## config.mk

```make
export PLATFORM = sky130hd
export DESIGN_NAME = cc_miss_refill
export DESIGN_NICKNAME = d
export VERILOG_FILES = /design/src/rtl/cc_miss_refill.sv
export SDC_FILE = /design/constraint.sdc
export NUM_CORES = 1
export LEC_CHECK = 0
export CAP_MARGIN = 20
export CORE_AREA = 2 2 296 298
export CTS_CLUSTER_DIAMETER = 60
export CTS_CLUSTER_SIZE = 10
export DETAILED_ROUTE_END_ITERATION = 16
export DIE_AREA = 0 0 298 300
export GPL_TIMING_DRIVEN = 1
export PLACE_DENSITY = 0.63
export SLEW_MARGIN = 20
export SYNTH_ARGS = -nofsm -noshare
export SYNTH_HDL_FRONTEND = slang
export SYNTH_SLANG_ARGS = --single-unit
```

## constraint.sdc

```tcl
create_clock -name clk -period 2.5 [get_ports clk]
set_input_delay 0.625 -clock clk [delete_from_list [all_inputs] [get_ports clk]]
set_output_delay 0.625 -clock clk [all_outputs]
set_load 0.03 [all_outputs]
```

## src/rtl/cc_miss_refill.sv

```systemverilog
// Cache miss refill stage: fetches a 64-byte line as an 8-beat read burst, writes it
// into the tag/data SRAMs and returns the requested word to the CPU response path.
module cc_miss_refill #(
   parameter int unsigned LINE_BEATS = 8,
   parameter int unsigned BEAT_W     = 64
) (
   input  logic                           clk,
   input  logic                           rst_n,
   input  logic                           miss_i,
   input  logic [16:0]                    tag_i,
   input  logic [8:0]                     index_i,
   input  logic [5:0]                     offset_i,
   output logic                           busy_o,
   output logic                           mem_arvalid_o,
   input  logic                           mem_arready_i,
   output logic [31:0]                    mem_araddr_o,
   output logic [3:0]                     mem_arlen_o,
   input  logic                           mem_rvalid_i,
   output logic                           mem_rready_o,
   input  logic [BEAT_W-1:0]              mem_rdata_i,
   input  logic                           mem_rlast_i,
   output logic                           wren_tag_o,
   output logic [8:0]                     waddr_tag_o,
   output logic [17:0]                    wdata_tag_o,
   output logic                           wren_data_o,
   output logic [8:0]                     waddr_data_o,
   output logic [LINE_BEATS*BEAT_W-1:0]   wdata_data_o,
   output logic                           serve_valid_o,
   output logic [BEAT_W-1:0]              serve_data_o,
   input  logic                           serve_ready_i,
   output logic                           protocol_err_o
);

   localparam logic [2:0] LastBeat = 3'(LINE_BEATS - 1);

   typedef enum logic [2:0] {StIdle, StReq, StFill, StWrite, StServe} state_e;

   state_e                          state_q, state_d;
   logic [16:0]                     tag_q, tag_d;
   logic [8:0]                      index_q, index_d;
   logic [2:0]                      word_q, word_d;
   logic [2:0]                      beat_cnt_q, beat_cnt_d;
   logic [LINE_BEATS*BEAT_W-1:0]    line_q, line_d;
   logic                            busy_q, busy_d;
   logic                            arvalid_q, arvalid_d;
   logic [31:0]                     araddr_q, araddr_d;
   logic                            rready_q, rready_d;
   logic                            wren_q, wren_d;
   logic [8:0]                      waddr_q, waddr_d;
   logic [17:0]                     wtag_q, wtag_d;
   logic                            serve_valid_q, serve_valid_d;
   logic [BEAT_W-1:0]               serve_data_q, serve_data_d;
   logic                            err_q, err_d;

   // Byte-within-word bits of the offset play no part in selecting the served word.
   logic unused_offset;
   assign unused_offset = ^offset_i[2:0];

   always_ff @(posedge clk or negedge rst_n) begin
      if (!rst_n) begin
         state_q <= StIdle;
      end else begin
         state_q <= state_d;
      end
   end

   always_ff @(posedge clk or negedge rst_n) begin
      if (!rst_n) begin
         tag_q         <= '0;
         index_q       <= '0;
         word_q        <= '0;
         beat_cnt_q    <= '0;
         line_q        <= '0;
         busy_q        <= 1'b0;
         arvalid_q     <= 1'b0;
         araddr_q      <= '0;
         rready_q      <= 1'b0;
         wren_q        <= 1'b0;
         waddr_q       <= '0;
         wtag_q        <= '0;
         serve_valid_q <= 1'b0;
         serve_data_q  <= '0;
         err_q         <= 1'b0;
      end else begin
         tag_q         <= tag_d;
         index_q       <= index_d;
         word_q        <= word_d;
         beat_cnt_q    <= beat_cnt_d;
         line_q        <= line_d;
         busy_q        <= busy_d;
         arvalid_q     <= arvalid_d;
         araddr_q      <= araddr_d;
         rready_q      <= rready_d;
         wren_q        <= wren_d;
         waddr_q       <= waddr_d;
         wtag_q        <= wtag_d;
         serve_valid_q <= serve_valid_d;
         serve_data_q  <= serve_data_d;
         err_q         <= err_d;
      end
   end

   always_comb begin
      state_d       = state_q;
      tag_d         = tag_q;
      index_d       = index_q;
      word_d        = word_q;
      beat_cnt_d    = beat_cnt_q;
      line_d        = line_q;
      busy_d        = busy_q;
      arvalid_d     = arvalid_q;
      araddr_d      = araddr_q;
      rready_d      = rready_q;
      wren_d        = 1'b0;
      waddr_d       = waddr_q;
      wtag_d        = wtag_q;
      serve_valid_d = serve_valid_q;
      serve_data_d  = serve_data_q;
      err_d         = err_q;

      unique case (state_q)
         StIdle: begin
            if (miss_i) begin
               tag_d      = tag_i;
               index_d    = index_i;
               word_d     = offset_i[5:3];
               beat_cnt_d = '0;
               araddr_d   = {tag_i, index_i, 6'b0};
               arvalid_d  = 1'b1;
               busy_d     = 1'b1;
               state_d    = StReq;
            end
         end
         StReq: begin
            if (arvalid_q && mem_arready_i) begin
               arvalid_d = 1'b0;
               rready_d  = 1'b1;
               state_d   = StFill;
            end
         end
         StFill: begin
            if (mem_rvalid_i && rready_q) begin
               line_d[beat_cnt_q*BEAT_W +: BEAT_W] = mem_rdata_i;
               if (beat_cnt_q == word_q) begin
                  serve_data_d = mem_rdata_i;
               end
               // Beat count alone ends the burst; rlast is only cross-checked.
               if (mem_rlast_i != (beat_cnt_q == LastBeat)) begin
                  err_d = 1'b1;
               end
               if (beat_cnt_q == LastBeat) begin
                  beat_cnt_d = '0;
                  rready_d   = 1'b0;
                  wren_d     = 1'b1;
                  waddr_d    = index_q;
                  wtag_d     = {1'b1, tag_q};
                  state_d    = StWrite;
               end else begin
                  beat_cnt_d = beat_cnt_q + 3'd1;
               end
            end
         end
         StWrite: begin
            serve_valid_d = 1'b1;
            state_d       = StServe;
         end
         StServe: begin
            if (serve_ready_i) begin
               serve_valid_d = 1'b0;
               busy_d        = 1'b0;
               state_d       = StIdle;
            end
         end
         default: begin
            state_d = StIdle;
         end
      endcase
   end

   assign busy_o         = busy_q;
   assign mem_arvalid_o  = arvalid_q;
   assign mem_araddr_o   = araddr_q;
   assign mem_arlen_o    = 4'(LINE_BEATS - 1);
   assign mem_rready_o   = rready_q;
   assign wren_tag_o     = wren_q;
   assign waddr_tag_o    = waddr_q;
   assign wdata_tag_o    = wtag_q;
   assign wren_data_o    = wren_q;
   assign waddr_data_o   = waddr_q;
   assign wdata_data_o   = line_q;
   assign serve_valid_o  = serve_valid_q;
   assign serve_data_o   = serve_data_q;
   assign protocol_err_o = err_q;

endmodule

```

**Yosys cells after proc, flatten, opt, wreduce, memory -nomap -nowiden**

Index checks and enable logic that the tools add are counted.

- RAM bits: 0
- Memories kept: 0
- Bits in read-only memories: 0
- Latch bits: 0
- Flip-flop bits (word level): 670
- Input bits: 103

- Mux-type cells: 24
- Shift-type cells: 2
- $mul: 0
- Bitwise operators: 0
- Divide/modulo/power cells: 0
- Magnitude comparators: 0
- Add/sub/neg operators: 2
- Reduce and logical (&&, ||, !) cells: 19
- Equality and inequality tests: 12

Operator list:

| cell | number |
|---|---|
| bitwise mux 512 bit | 1 |
| variable shift 64 x 34 -> 512 bit (first input constant) | 1 |
| variable part select 64 x 34 -> 512 bit | 1 |
| negator 9 -> 34 bit | 1 |
| two-way mux 3 bit | 8 |
| AND reduction 3 bit | 6 |
| one-hot mux 3 bit (5 select lines) | 1 |
| inequality test 2 bit (second input constant) | 5 |
| nonzero test 2 bit | 5 |
| two-way mux 1 bit | 9 |
| one-hot mux 1 bit (2 select lines) | 4 |
| == test 3 x 2 -> 1 bit (second input constant) | 2 |
| == test 3 bit (second input constant) | 2 |
| one-hot mux 3 bit (2 select lines) | 1 |
| AND reduction 2 bit | 3 |
| AND reduction 5 bit | 1 |
| AND reduction 4 bit | 1 |
| adder 3 x 1 -> 3 bit (second input constant) | 1 |
| == test 3 x 1 -> 1 bit (second input constant) | 1 |
| == test 3 bit | 1 |
| zero test 3 bit | 1 |
| logical AND 1 bit | 2 |
| inequality test 1 bit | 1 |

**Depth between registers and ports, before layout**

- Depth after elaboration: 4
- Mapped depth: 11
- Depth with buffers taken out: 7

**Worst setup path after synthesis**

OpenSTA, ideal clock, no wires.

- Kind: register to register
- Start: reg beat_cnt_q[0]
- End: reg line_q[10] (netlist: wdata_data_o[10])
- Required time: 2375 ps
- Stages on the path, launching flop included: 9
- Setup time: 125 ps
- Clock period less this slack: 2412 ps
- Setup slack: 88 ps
- Arrival: 2287 ps
- Path buffers: 2
- Cell sequence: dfrtp_1 -> buf_4 -> inv_1 -> ha_1 -> ha_1 -> nor4_1 -> nand3_2 -> buf_4 -> mux2_2

- Word-level cells in the longest chain between the ends: 3
- Elaborated cells on any way between the ends: 4
- Those cells by class: add/sub (1); shift (2); mux (1)

Ends and longest elaborated chain:

| element | RTL line | RTL |
|---|---|---|
| start, declared | 42 | `logic [2:0] beat_cnt_q, beat_cnt_d;` |
| start signal, assigned | 88 | `beat_cnt_q <= beat_cnt_d;` |
| negator 9 -> 34 bit * | 143 | `line_d[beat_cnt_q*BEAT_W +: BEAT_W] = mem_rdata_i;` |
| variable part select 64 x 34 -> 512 bit / variable shift 64 x 34 -> 512 bit (equally long branches) | 143 |  |
| bitwise mux 512 bit * | 143 |  |
| end signal, assigned | 89 | `line_q <= line_d;` |
| end, declared | 43 | `logic [LINE_BEATS*BEAT_W-1:0] line_q, line_d;` |

Mark *: on every way between the ends. The rest lies on a longest branch, timed or not.
A chain may end at the register's enable or synchronous reset.

**Worst setup path after layout**

- Start: reg arvalid_q (netlist: mem_arvalid_o)
- End: out mem_arvalid_o

RTL lines:

| element | RTL line | RTL |
|---|---|---|
| start, declared | 45 | `logic arvalid_q, arvalid_d;` |
| start signal, assigned | 91 | `arvalid_q <= arvalid_d;` |
| end, declared | 14 | `output logic mem_arvalid_o,` |

No word-level cell between the ends.

==> results_tabular.tex <==
\begin{tabular}{lr}
\hline
Metric & Value \\
\hline
\multicolumn{2}{l}{\textbf{Critical path}} \\
\quad Stage delay of the slowest cell on the critical path & 0.74 ns \\
\quad Category of the worst setup path launch point & register \\
\quad Maximum net fanout on the critical path & 6 \\
\quad Critical path's slowest cell & clkdlybuf4s50\_1 \\
\quad Data arrival time at the worst-slack endpoint & 1.76 ns \\
\quad Crit path cell chain & clkdlybuf4s50\_1 \\
\quad Category of the worst setup path capture point & output pin \\
\quad Worst setup path class & reg -> out \\
\quad Required arrival time at the worst endpoint & 1.88 ns \\
\quad Dominant delay contributor by cell family on the critical path & buffers and inverters \\
\quad First element of the critical path & mem\_arvalid\_o \\
\quad Buf/Inv on CP & 1 \\
\quad Source of the worst register-to-register timing path & beat\_cnt\_q[0] \\
\multicolumn{2}{l}{\textbf{Clock network}} \\
\quad Clock buffers created by TritonCTS & 77 \\
\quad TritonCTS clock tree & done \\
\quad Clock insertion delay at the later pin of the skew report & 0.59 ns \\
\quad Clock root cell & clkbuf\_16 \\
\quad Number of sinks handled by clock tree synthesis & 644 \\
\quad H-tree depth & 3 \\
\quad Largest buffer count on any clock path & 3 \\
\quad Clock transition at path regs & roughly 0.060 ns \\
\multicolumn{2}{l}{\textbf{Floorplan}} \\
\quad I/O pin count & between 700 and 800 \\
\quad Site Rows & 108 \\
\quad Chip height & 300 um \\
\quad Area of the die & approximately 89000 um\^{}2 \\
\quad Chip width & slightly below 300 um \\
\quad Core region area & 86200 um\^{}2 \\
\quad Initial Util & 29.5\% \\
\multicolumn{2}{l}{\textbf{Place}} \\
\quad Weighted congestion at the end of routability-driven global placement & 0.785 \\
\quad Post-detail-place hpwl & 61900 um \\
\quad Port buffer count & $\sim$740 \\
\quad Setup slack at placement & 0.000608 ns \\
\quad Total placed instance area & 34500 um\^{}2 \\
\multicolumn{2}{l}{\textbf{Finish}} \\
\quad Commonest non-fill, non-tap cell in the layout & clkdlybuf4s50\_1 \\
\quad Final \#Nets & just over 3000 \\
\quad Final design instance area without fill & between 30000 and 40000 um\^{}2 \\
\quad Highest-count cells in the layout ignoring fill and taps & 740 x clkdlybuf4s50\_1, 644 x dfrtp\_1, 460 x nand2\_1 \\
\quad Area Overhead vs Synth & 43.7\% \\
\quad FILL cells & 8278 \\
\quad Share of layout cells above drive strength 1 & 16.4\% \\
\multicolumn{2}{l}{\textbf{Outcome}} \\
\quad Result of the run & finished clean \\
\multicolumn{2}{l}{\textbf{Timing}} \\
\quad Unrepaired setup endpoints after global routing & no \\
\quad Relative slew margins & 54.9\% \\
\quad Max-slew violations & 0 \\
\quad Crit path setup slack, layout & 0.119 ns \\
\quad Setup tns final & 0 ns \\
\quad Max Clock Skew & 0.0210 ns \\
\quad Actual slew at the worst max-slew pin & between 0.6 and 0.7 ns \\
\quad Hold violation total from the final report & 0 \\
\quad Period utilisation layout & 95.2\% \\
\quad Minimum clock period after layout & 2.38 ns \\
\quad FMAX & 420 MHz \\
\quad Setup-violating endpoint count in the final report & 0 \\
\multicolumn{2}{l}{\textbf{Job}} \\
\quad Max-cap viol count & 0 \\
\multicolumn{2}{l}{\textbf{Synthesis}} \\
\quad Leading cell types by total area after synthesis & dfrtp\_1 63\%, mux2\_2 13\%, nand2\_1 6.8\% \\
\quad Library cell with the largest summed area after synthesis & dfrtp\_1 \\
\quad Sequential fraction of the synthesis area & 63.3\% \\
\quad Async SR Flop Fraction & 100\% \\
\quad Top flip-flop cell by instance count after synthesis & dfrtp\_1 \\
\quad YS warnings & 0 \\
\quad Synthesized area per cell & between 10 and 15 um\^{}2 \\
\quad Number of synthesized flops with an enable pin & 0 \\
\quad Unique cell type count in the Yosys netlist & 50 \\
\quad Area fraction of the dominant cell type after synthesis & 63.3\% \\
\quad FF+latch count, synth & 644 \\
\quad Synth Cell Area & roughly 25000 um\^{}2 \\
\quad Syn Inst Count & $\sim$2200 \\
\multicolumn{2}{l}{\textbf{GRT}} \\
\quad Global-route met2 utilization & 32.2\% \\
\quad Antenna violations before repair & 2 \\
\quad Vias in the first global route & 19706 \\
\quad Combined global-route utilization of all metal layers & 19.6\% \\
\quad Global-route wire length before repair & 133000 um \\
\quad Total congestion overflow & 0 \\
\quad GR Layer Usage met1 & 24.5\% \\
\quad Pin count of the biggest net entering global routing & 129 \\
\quad GRT busiest layer & met2 \\
\quad Global Route met3 Usage & slightly above 6\% \\
\multicolumn{2}{l}{\textbf{Route}} \\
\quad Average wire per cell in the routed design & 21.8 um \\
\quad Per-cell via count in the routed design & 4.70 \\
\quad Violation count after the first detailed-routing iteration & 1147 \\
\quad Via Count & between 15000 and 20000 \\
\quad Number of remaining DRC errors & 0 \\
\quad Post-detailed-routing wire length & 89000 um \\
\quad TritonRoute pass-1 iters & 5 \\
\quad Number of nets with antenna violations after detailed routing & 0 \\
\multicolumn{2}{l}{\textbf{Power and ir drop}} \\
\quad Pleak & roughly 17 nW \\
\quad PD cells & 838 nW/um\^{}2 \\
\quad Worst ir drop on vdd & 0.000600 V \\
\multicolumn{2}{l}{\textbf{Worst hold path}} \\
\quad Worst hold start & wdata\_data\_o[462] \\
\quad Kind of path behind the tightest hold check & reg -> reg \\
\hline
\end{tabular}
[through the flow]
stage	total power [mW]	hold slack (ns)	utilization, %	instances
after floorplan	16.9	0.329	-	2163
after global placement	20.8	0.444	40.0	3979
after detailed placement	20.9	0.451	40.0	3979
after CTS	31.0	0.475	42.4	4071
after global routing	31.9	0.487	42.5	4074
final	30.7	0.471	42.5	4075
[what timing repair did]
item	CTS	global route
buffers inserted	0	2
cloned	0	0
hold buffers	1	0
endpoints found under the hold margin	14	0
setup endpoints to repair	2	6
gates resized for setup	2	1
[cell usage after synthesis, drive strengths merged, types with 2 or more instances]
library cell and count:
nor2 7, ha 7, nor3 4, mux2 311
nor4 3, xnor2 3, a21oi 6, o21ai 260
nand4 3, inv 70, dfrtp 644, nor3b 3
nand3 131, and2 65, conb 2, nor4b 2
a21o 2, buf 101, clkbuf 55, and3 3
nand2 460
[path summary, 6_finish.rpt]
kind / to / slack (ns) / cells after the start
setup / recovery: mem_arvalid_o / 0.12 / 1
hold / removal: wdata_data_o[462] / 0.47 / 2
setup reg to reg: wdata_data_o[2] / 0.20 / 7
hold reg to reg: wdata_data_o[462] / 0.47 / 2
max in group asynchronous: wdata_data_o[152] / 1.09 / 3
min in group asynchronous: wdata_tag_o[17] / 0.57 / 2
[layer usage]
| layer | vias to the layer above | wire (um) |
|---|---|---|
| li1 | 8634 | - |
| met1 | 9608 | 36600 |
| met2 | 735 | 42300 |
| met3 | 156 | 7160 |
| met4 | 0 | 3000 |
| met5 | - | 0 |
[sequential cells by signal (all words and copies together) (netlist names), 2 cells and up]
register and flops:
wdata_tag_o 18, wdata_data_o 512, beat_cnt_q 3, mem_araddr_o 2, index_q 8, serve_data_o 64, waddr_data_o 9, tag_q 16
word_q 3, state_q 3
[cell families (layout without fill, tap and decap cells)]
group           count (synthesis)  in the layout  synth area share [%]
mux                           311            311                  13.7
xor+xnor                        4              4                 0.138
compound gates                273            273                  5.45
buf+inv                       226            981                  4.86
flops                         644            644                  63.3
fa+ha+maj                       7              7                 0.344
other cells                     2             12                0.0295
simple gates                  688            688                  12.2
[where the power goes]
part	switching [mW]	internal [mW]	total [mW]
Clock	4.21	5.75	9.97
Combinational	4.85	3.51	8.36
Sequential	0.709	11.6	12.4
[cell type report]
class	count	area [um^2]	share of cell area [%]
Antenna cell	2	5.00	0.0137
Clock buffer	80	1960	5.35
Clock inverter	11	153	0.417
Inverter	70	263	0.718
Multi-Input combinational cell	1293	8250	22.5
Sequential cell	644	16100	44.0
Tap cell	1155	1450	3.95
Timing Repair Buffer	820	8430	23.0
Power figures use the tool's default switching activity.
